`config.mk`:
```
export PLATFORM = sky130hd
export DESIGN_NAME = stack_seq_flat
export DESIGN_NICKNAME = d
export VERILOG_FILES = /design/src/rtl/stack_seq_if.sv /design/src/rtl/stack_seq.sv /design/src/flat_wrapper.sv
export SDC_FILE = /design/constraint.sdc
export NUM_CORES = 1
export LEC_CHECK = 0
export CORE_MARGIN = 1
export CORE_UTILIZATION = 42
export CTS_CLUSTER_DIAMETER = 100
export DETAILED_ROUTE_END_ITERATION = 7
export PLACE_DENSITY = 0.77
export SYNTH_ARGS = -nofsm -noshare
export SYNTH_HDL_FRONTEND = slang
export SYNTH_SLANG_ARGS = --single-unit
```
`constraint.sdc`:
```
create_clock -name clk -period 3.05 [get_ports clk]
set_input_delay 0.915 -clock clk [delete_from_list [all_inputs] [get_ports clk]]
set_output_delay 0.915 -clock clk [all_outputs]
set_load 0.02 [all_outputs]
```
`src/rtl/stack_seq_if.sv`:
```
// Command handshake and stack-control bundle between decode, stack_seq and the operand stack.
interface stack_seq_if;
    localparam int unsigned DW  = 16;
    localparam int unsigned OPW = 4;

    logic           cmd_valid;
    logic           cmd_ready;
    logic [OPW-1:0] cmd_op;
    logic [DW-1:0]  cmd_arg;
    logic           done;
    logic           stk_push;
    logic           stk_pop;
    logic           stk_load;
    logic [DW-1:0]  stk_data_in;
    logic [DW-1:0]  stk_data0;
    logic [DW-1:0]  stk_data1;

    modport master (
        output cmd_valid, cmd_op, cmd_arg, stk_data0, stk_data1,
        input  cmd_ready, done, stk_push, stk_pop, stk_load, stk_data_in
    );

    modport slave (
        input  cmd_valid, cmd_op, cmd_arg, stk_data0, stk_data1,
        output cmd_ready, done, stk_push, stk_pop, stk_load, stk_data_in
    );
endinterface

```
`src/rtl/stack_seq.sv`:
```
// stack_seq: multi-cycle command sequencer driving the 16-bit operand stack.
// Define STACK_SEQ_ARITH_EN to enable ADD/SUB (opcodes 8/9); otherwise they are illegal.
module stack_seq #(
    parameter int unsigned DEPTH = 8
) (
    input  logic                       clk,
    input  logic                       rst,
    stack_seq_if.slave                 bus,
    output logic [$clog2(DEPTH+1)-1:0] depth,
    output logic                       empty,
    output logic                       full,
    output logic                       err_ovf,
    output logic                       err_unf,
    output logic                       err_ill,
    input  logic                       err_clr
);
    localparam int unsigned DW      = 16;
    localparam int unsigned DEPTH_W = $clog2(DEPTH + 1);

    localparam logic [3:0] OP_NOP   = 4'd0;
    localparam logic [3:0] OP_PUSH  = 4'd1;
    localparam logic [3:0] OP_DROP  = 4'd2;
    localparam logic [3:0] OP_SET   = 4'd3;
    localparam logic [3:0] OP_DUP   = 4'd4;
    localparam logic [3:0] OP_SWAP  = 4'd5;
    localparam logic [3:0] OP_POPN  = 4'd6;
    localparam logic [3:0] OP_CLEAR = 4'd7;
`ifdef STACK_SEQ_ARITH_EN
    localparam logic [3:0] OP_ADD   = 4'd8;
    localparam logic [3:0] OP_SUB   = 4'd9;
`endif

    typedef enum logic [1:0] {
        S_IDLE  = 2'd0,
        S_SWAP2 = 2'd1,
        S_POPN  = 2'd2
    } state_t;

    state_t             state, state_nxt;
    logic [DEPTH_W-1:0] depth_nxt;
    logic [DEPTH_W-1:0] cnt_q, cnt_nxt;
    logic [DW-1:0]      d1_q, d1_nxt;
    logic               unf_pend_q, unf_pend_nxt;
    logic               done_nxt;
    logic               ovf_set_c, unf_set_c, ill_set_c;
    logic [DEPTH_W-1:0] popn_cnt_c;
    logic               popn_unf_c;
    logic [DW-1:0]      depth_ext;

    assign depth_ext     = DW'(depth);
    assign bus.cmd_ready = (state == S_IDLE);

    // Stack controls, next state and error detection
    always_comb begin
        bus.stk_push    = 1'b0;
        bus.stk_pop     = 1'b0;
        bus.stk_load    = 1'b0;
        bus.stk_data_in = '0;
        state_nxt       = state;
        depth_nxt       = depth;
        cnt_nxt         = cnt_q;
        d1_nxt          = d1_q;
        unf_pend_nxt    = unf_pend_q;
        done_nxt        = 1'b0;
        ovf_set_c       = 1'b0;
        unf_set_c       = 1'b0;
        ill_set_c       = 1'b0;
        popn_cnt_c      = '0;
        popn_unf_c      = 1'b0;
        if (!rst) begin
            case (state)
                S_IDLE: if (bus.cmd_valid) begin
                    done_nxt = 1'b1;
                    case (bus.cmd_op)
                        OP_NOP: ;
                        OP_PUSH: begin
                            bus.stk_push    = 1'b1;
                            bus.stk_load    = 1'b1;
                            bus.stk_data_in = bus.cmd_arg;
                            if (full) ovf_set_c = 1'b1;
                            else      depth_nxt = depth + DEPTH_W'(1);
                        end
                        OP_DROP: begin
                            if (empty) unf_set_c = 1'b1;
                            else begin
                                bus.stk_pop = 1'b1;
                                depth_nxt   = depth - DEPTH_W'(1);
                            end
                        end
                        OP_SET: begin
                            if (empty) unf_set_c = 1'b1;
                            else begin
                                bus.stk_load    = 1'b1;
                                bus.stk_data_in = bus.cmd_arg;
                            end
                        end
                        OP_DUP: begin
                            if (empty) unf_set_c = 1'b1;
                            else begin
                                bus.stk_push    = 1'b1;
                                bus.stk_load    = 1'b1;
                                bus.stk_data_in = bus.stk_data0;
                                if (full) ovf_set_c = 1'b1;
                                else      depth_nxt = depth + DEPTH_W'(1);
                            end
                        end
                        OP_SWAP: begin
                            if (depth_ext < DW'(2)) unf_set_c = 1'b1;
                            else begin
                                // Overwrite d1 with d0 now, push the saved d1 back next cycle
                                bus.stk_pop     = 1'b1;
                                bus.stk_load    = 1'b1;
                                bus.stk_data_in = bus.stk_data0;
                                d1_nxt          = bus.stk_data1;
                                state_nxt       = S_SWAP2;
                                done_nxt        = 1'b0;
                            end
                        end
                        OP_POPN, OP_CLEAR: begin
                            if (bus.cmd_op == OP_CLEAR || bus.cmd_arg >= depth_ext)
                                popn_cnt_c = depth;
                            else
                                popn_cnt_c = DEPTH_W'(bus.cmd_arg);
                            popn_unf_c = (bus.cmd_op == OP_POPN) && (bus.cmd_arg > depth_ext);
                            if (popn_cnt_c == '0) unf_set_c = popn_unf_c;
                            else begin
                                cnt_nxt      = popn_cnt_c;
                                unf_pend_nxt = popn_unf_c;
                                state_nxt    = S_POPN;
                                done_nxt     = 1'b0;
                            end
                        end
`ifdef STACK_SEQ_ARITH_EN
                        OP_ADD, OP_SUB: begin
                            if (depth_ext < DW'(2)) unf_set_c = 1'b1;
                            else begin
                                bus.stk_pop     = 1'b1;
                                bus.stk_load    = 1'b1;
                                bus.stk_data_in = (bus.cmd_op == OP_ADD)
                                                ? DW'(bus.stk_data0 + bus.stk_data1)
                                                : DW'(bus.stk_data1 - bus.stk_data0);
                                depth_nxt       = depth - DEPTH_W'(1);
                            end
                        end
`endif
                        default: ill_set_c = 1'b1;
                    endcase
                end
                S_SWAP2: begin
                    bus.stk_push    = 1'b1;
                    bus.stk_load    = 1'b1;
                    bus.stk_data_in = d1_q;
                    state_nxt       = S_IDLE;
                    done_nxt        = 1'b1;
                end
                S_POPN: begin
                    bus.stk_pop = 1'b1;
                    depth_nxt   = depth - DEPTH_W'(1);
                    cnt_nxt     = cnt_q - DEPTH_W'(1);
                    if (cnt_q == DEPTH_W'(1)) begin
                        state_nxt = S_IDLE;
                        done_nxt  = 1'b1;
                        unf_set_c = unf_pend_q;
                    end
                end
                default: state_nxt = S_IDLE;
            endcase
        end
    end

    // State, occupancy, done pulse and sticky error flags; a new error beats err_clr
    always_ff @(posedge clk or posedge rst) begin
        if (rst) begin
            state      <= S_IDLE;
            depth      <= '0;
            empty      <= 1'b1;
            full       <= 1'b0;
            cnt_q      <= '0;
            d1_q       <= '0;
            unf_pend_q <= 1'b0;
            bus.done   <= 1'b0;
            err_ovf    <= 1'b0;
            err_unf    <= 1'b0;
            err_ill    <= 1'b0;
        end else begin
            state      <= state_nxt;
            depth      <= depth_nxt;
            empty      <= (depth_nxt == '0);
            full       <= (depth_nxt == DEPTH_W'(DEPTH));
            cnt_q      <= cnt_nxt;
            d1_q       <= d1_nxt;
            unf_pend_q <= unf_pend_nxt;
            bus.done   <= done_nxt;
            err_ovf    <= ovf_set_c | (err_ovf & ~err_clr);
            err_unf    <= unf_set_c | (err_unf & ~err_clr);
            err_ill    <= ill_set_c | (err_ill & ~err_clr);
        end
    end
endmodule

```
`src/flat_wrapper.sv`:
```
// flat-port wrapper written by rule: the top's interface ports become plain ports
module stack_seq_flat 
#(
    parameter int unsigned DEPTH = 8
)
  (clk, rst, depth, empty, full, err_ovf, err_unf, err_ill, err_clr, bus_cmd_valid, bus_cmd_op, bus_cmd_arg, bus_stk_data0, bus_stk_data1, bus_cmd_ready, bus_done, bus_stk_push, bus_stk_pop, bus_stk_load, bus_stk_data_in);
  stack_seq_if bus_i ();
  input  logic clk;
  input  logic rst;
  output logic [$clog2(DEPTH+1)-1:0] depth;
  output logic empty;
  output logic full;
  output logic err_ovf;
  output logic err_unf;
  output logic err_ill;
  input  logic err_clr;
  input wire logic [$bits(bus_i.cmd_valid)-1:0] bus_cmd_valid;
  input wire logic [$bits(bus_i.cmd_op)-1:0] bus_cmd_op;
  input wire logic [$bits(bus_i.cmd_arg)-1:0] bus_cmd_arg;
  input wire logic [$bits(bus_i.stk_data0)-1:0] bus_stk_data0;
  input wire logic [$bits(bus_i.stk_data1)-1:0] bus_stk_data1;
  output wire logic [$bits(bus_i.cmd_ready)-1:0] bus_cmd_ready;
  output wire logic [$bits(bus_i.done)-1:0] bus_done;
  output wire logic [$bits(bus_i.stk_push)-1:0] bus_stk_push;
  output wire logic [$bits(bus_i.stk_pop)-1:0] bus_stk_pop;
  output wire logic [$bits(bus_i.stk_load)-1:0] bus_stk_load;
  output wire logic [$bits(bus_i.stk_data_in)-1:0] bus_stk_data_in;
  assign bus_i.cmd_valid = bus_cmd_valid;
  assign bus_i.cmd_op = bus_cmd_op;
  assign bus_i.cmd_arg = bus_cmd_arg;
  assign bus_i.stk_data0 = bus_stk_data0;
  assign bus_i.stk_data1 = bus_stk_data1;
  assign bus_cmd_ready = bus_i.cmd_ready;
  assign bus_done = bus_i.done;
  assign bus_stk_push = bus_i.stk_push;
  assign bus_stk_pop = bus_i.stk_pop;
  assign bus_stk_load = bus_i.stk_load;
  assign bus_stk_data_in = bus_i.stk_data_in;
  stack_seq #(.DEPTH(DEPTH)) u_core (.clk(clk), .rst(rst), .bus(bus_i), .depth(depth), .empty(empty), .full(full), .err_ovf(err_ovf), .err_unf(err_unf), .err_ill(err_ill), .err_clr(err_clr));
endmodule
```
==> results.txt <==
STA puts the critical path data required time at 2.13 ns. The maximum fanout along the worst path is 8, and the DRC violation total after the first TritonRoute iteration is 272. The number of buffers inserted during clock tree synthesis was 5.

The run gives 302 as the cell count after synthesis. The worst setup path is captured at an output pin. The total congestion overflow after global routing came out at 0.

In this run, post-CTS hold repair placed 0 buffers. For this run, the post-layout net count is 503. In this run, synthesis inferred 0 flip-flops with an integrated enable.

Leaving out fill and tap cells, the most frequent cells in the layout are 65 x sky130_fd_sc_hd__buf_4, 58 x sky130_fd_sc_hd__clkdlybuf4s50_1, 36 x sky130_fd_sc_hd__nor2_1. The area growth from synthesis to layout is 67.2%. The number of nets handed over by synthesis was 366. The count of endpoints failing hold in the final timing report was 0. Measured against the total synthesized area, the mux share comes to 9.24%. Measured along the x axis, the die boundary spans 80.5 um. The tools report the timing endpoint of the critical path as bus_stk_data_in[4].

The largest vdd supply drop is 401 uV, and the number of antenna violations at the first check in global routing is 0. The maximum number of pins on one net before global-route repair is 28, and the effective utilization at floorplan is 43.7%. The startpoint identified for the worst register-to-register timing path is u_core.depth[1]$_DFF_PP0_.

The post-route antenna net violation count was 0; the cell leakage power was 1.85 nW. STA classifies the critical path startpoint as an input pin. The tree is rooted in a sky130_fd_sc_hd__clkbuf_8. The detailed route wirelength on metal2 came out at 4670 um. The floorplan step defined a die boundary enclosing 6480 um^2. Buffers placed on the I/O ports in this run total 85.

Summed over all instances, the cell type with the most area after synthesis is sky130_fd_sc_hd__dfrtp_1. The logs give 0 for the count of warnings emitted by yosys and 9350 um for the total length of routed wires. The synthesized netlist contains 64 unique library cells. The smallest setup slack after layout is -0.163 ns.

Of all flip-flops after synthesis, the portion carrying an async set or reset was 100%. Once layout is done, the placed cells without fillers occupy 4320 um^2. The post-detailed-route wirelength per cell came out at 18.2 um.

By area, the combinational part of the netlist is dominated by simple AND/OR/NAND/NOR gates. The dominant register cell in the synthesized netlist is sky130_fd_sc_hd__dfrtp_1. The number of global-route vias before repair is 3055, and the clock net sink count is 33. The placed instances occupy a cell area of 3930 um^2.

The synthesized netlist devotes 3.87% of its cell area to adder and majority cells. The antenna diode count was 0; the length of routed met3 wiring was 604 um. In the final routing, the length of wire on met1 measures 3750 um. The slack of the worst reg-to-reg path is 0.46 ns. The clock passes through at most 2 buffers.

The count of max-cap constraint violations was 0; the clock-pin slew on the worst setup and hold paths was 0.07 ns. After floorplanning, the core was sized to cover 5920 um^2. The die is 80.5 um tall.

The uppermost layer routed is met4. For the detailed-route DRC error count, the log shows 0. The checks that failed: negative setup slack.

Tracing the worst setup path back leads to its startpoint at bus_cmd_op[3]. The post-synthesis share of cell area spent on xor and xnor gates was 1.35%; the power density over the cells was 580 nW/um^2. The congestion estimate from routability-driven global placement came to 0.911. Counting cells, the worst reg-to-reg path comes to 9.

Setup repair after global routing could not meet its margin everywhere. In the routed layout, each cell is associated on average with a via count of 5.92. In the post-synthesis netlist, the biggest area contributors are sky130_fd_sc_hd__dfrtp_1 31%, sky130_fd_sc_hd__nor2_1 7.3%, sky130_fd_sc_hd__a21oi_1 5.4%. Synthesized area per cell: 8.56 um^2.

The synthesized netlist devotes 23.8% of its cell area to compound gates. The tools report the total negative slack for setup checks as -1.31 ns. At the pin with the least slew margin, the transition time is 0.514 ns. Cells with a size suffix above 1 make up 36.6% of the layout. The smallest clock period supported by the final layout is computed as 3.21 ns.

The timing-limited maximum frequency is 0.311 GHz, and the critical path arrival is 2.30 ns. The library cell used most frequently in the layout, excluding fill and tap cells, is sky130_fd_sc_hd__buf_4. The logs give 2590 um^2 for the cell area after synthesis and 0.00418 ns for the largest clock skew in the final design. The first TritonRoute pass finished after 4 iterations. For the worst max-slew margin expressed relative to the limit, the log shows 65.5%. TritonCTS built the clock tree.

The critical path is of the in2out type. The clock reaches the later pin of the worst-skew pair after 0.29 ns. After Yosys synthesis, and, or, nand and nor cells account for 24.6% of the synthesized area. The count of pins over their slew limit was 0.

In this run the critical register-to-register path is captured at u_core.unf_pend_q$_DFFE_PP0P_. After synthesis the netlist holds a flip-flop and latch count of 33. The detailed router placed 3048 vias in this run. The post-synthesis sequential area ratio is 32.0%. The path type of the worst min-delay path was reg2reg. The run gives 6650 um as the HPWL after detailed placement.

The maximum level of the CTS H-tree was 2; the area fraction of the dominant cell type after synthesis was 31.0%. After layout, the worst path uses 105% of the clock period. For this design the top-level I/O count stands at 86.

Row generation in the floorplan step produced 28 rows. The global-route usage over all layers came out at 29.9%. The startpoint identified for the worst hold timing path is u_core.err_ovf$_DFF_PP0_. Setup violations remaining at the end of the flow were counted as 17.

The first global-routing pass estimated 14800 um of wire. The flow ran to the end, but the final reports show violations.
==> routing by layer <==
metal | global-route usage [%] | up-vias
met4 | 15.5 | 0
met5 | 0 | -
met3 | 6.48 | 39
met1 | 37.3 | 1487
li1 | - | 1379
met2 | 48.0 | 143
==> stage by stage <==
step / cells / power, mW / worst slack, ns / hold slack (ns) / util (%)
after floorplan: 302 / 1.42 / 0.000582 / 0.458 / -
after global placement: 499 / 1.89 / -0.929 / 0.459 / 66.3
after detailed placement: 499 / 1.94 / -0.932 / 0.473 / 66.3
after CTS: 511 / 2.46 / -0.232 / 0.489 / 70.4
after global routing: 515 / 2.66 / -0.228 / 0.498 / 73.0
final: 515 / 2.51 / -0.163 / 0.483 / 73.0
==> state kept, by name (all words and copies together), names as in the netlist <==
register and cells:
u_core.empty 1, u_core.full 1, u_core.err_ill 1, u_core.unf_pend_q 1
u_core.cnt_q 4, u_core.err_ovf 1, u_core.depth 4, u_core.state 2
u_core.bus.done 1, u_core.d1_q 16, u_core.err_unf 1
==> area by class of cell <==
| cell class | instances | area, um^2 |
|---|---|---|
| multi-input cells | 241 | 1850 |
| fillers | 406 | 1600 |
| repair buffers | 148 | 1400 |
| flip-flops and latches | 33 | 827 |
| well taps | 75 | 93.8 |
| clock buffers | 7 | 86.3 |
| inverters | 10 | 37.5 |
| clock inverters | 1 | 30.0 |
==> synthesized netlist by cell type (all sizes together) (3+ instances only) <==
library cell,count
o21ai,18
nand3,6
nand2,14
a21oi,29
a22oi,18
ha,8
nor4,7
a2bb2oi,3
clkbuf,7
nand2b,4
buf,11
nor3,4
dfrtp,32
nor2b,9
nor2,51
nor4b,3
o211ai,3
and3,5
or3,3
xor2,3
nor3b,3
inv,10
or2,3
mux2,20
==> worst max-delay path: stages <==
cell and delay, ns:
sky130_fd_sc_hd__buf_8 0.09, sky130_fd_sc_hd__nand2b_4 0.14, sky130_fd_sc_hd__nor4_4 0.28, sky130_fd_sc_hd__buf_4 0.18, sky130_fd_sc_hd__clkbuf_16 0.15, sky130_fd_sc_hd__a22oi_2 0.06
sky130_fd_sc_hd__nor2_2 0.11, sky130_fd_sc_hd__a21oi_2 0.05, sky130_fd_sc_hd__nor2_1 0.14, sky130_fd_sc_hd__buf_4 0.17
==> power by group <==
group	switching [mW]	internal [mW]
sequential	0.119	0.577
clock	0.167	0.266
combinational	0.716	0.662
total	1.00	1.51
==> repair_timing <==
item,CTS,global route
setup buffers,3,4
resized for setup,130,36
cloned,2,0
pin swaps,9,14
setup endpoints to repair,20,24
==> cell families after synthesis <==
group	after synthesis
flops	33
compound gates	89
buf+inv	28
xor+xnor	4
mux	21
simple gates	119
fa+ha+maj	8
==> worst min-delay path by stage <==
| stage | to | slack, ns | cells past startpoint |
|---|---|---|---|
| floorplan | u_core.unf_pend_q$_DFFE_PP0P_ | 0.46 | 1 |
| detailed placement | u_core.err_ovf$_DFF_PP0_ | 0.47 | 1 |
| global route | u_core.err_ill$_DFF_PP0_ | 0.50 | 1 |
| CTS | u_core.err_ovf$_DFF_PP0_ | 0.49 | 1 |
| finish | u_core.err_ovf$_DFF_PP0_ | 0.48 | 1 |
| global placement | u_core.err_ovf$_DFF_PP0_ | 0.46 | 1 |
No activity file was read; power rests on OpenSTA's default activity.
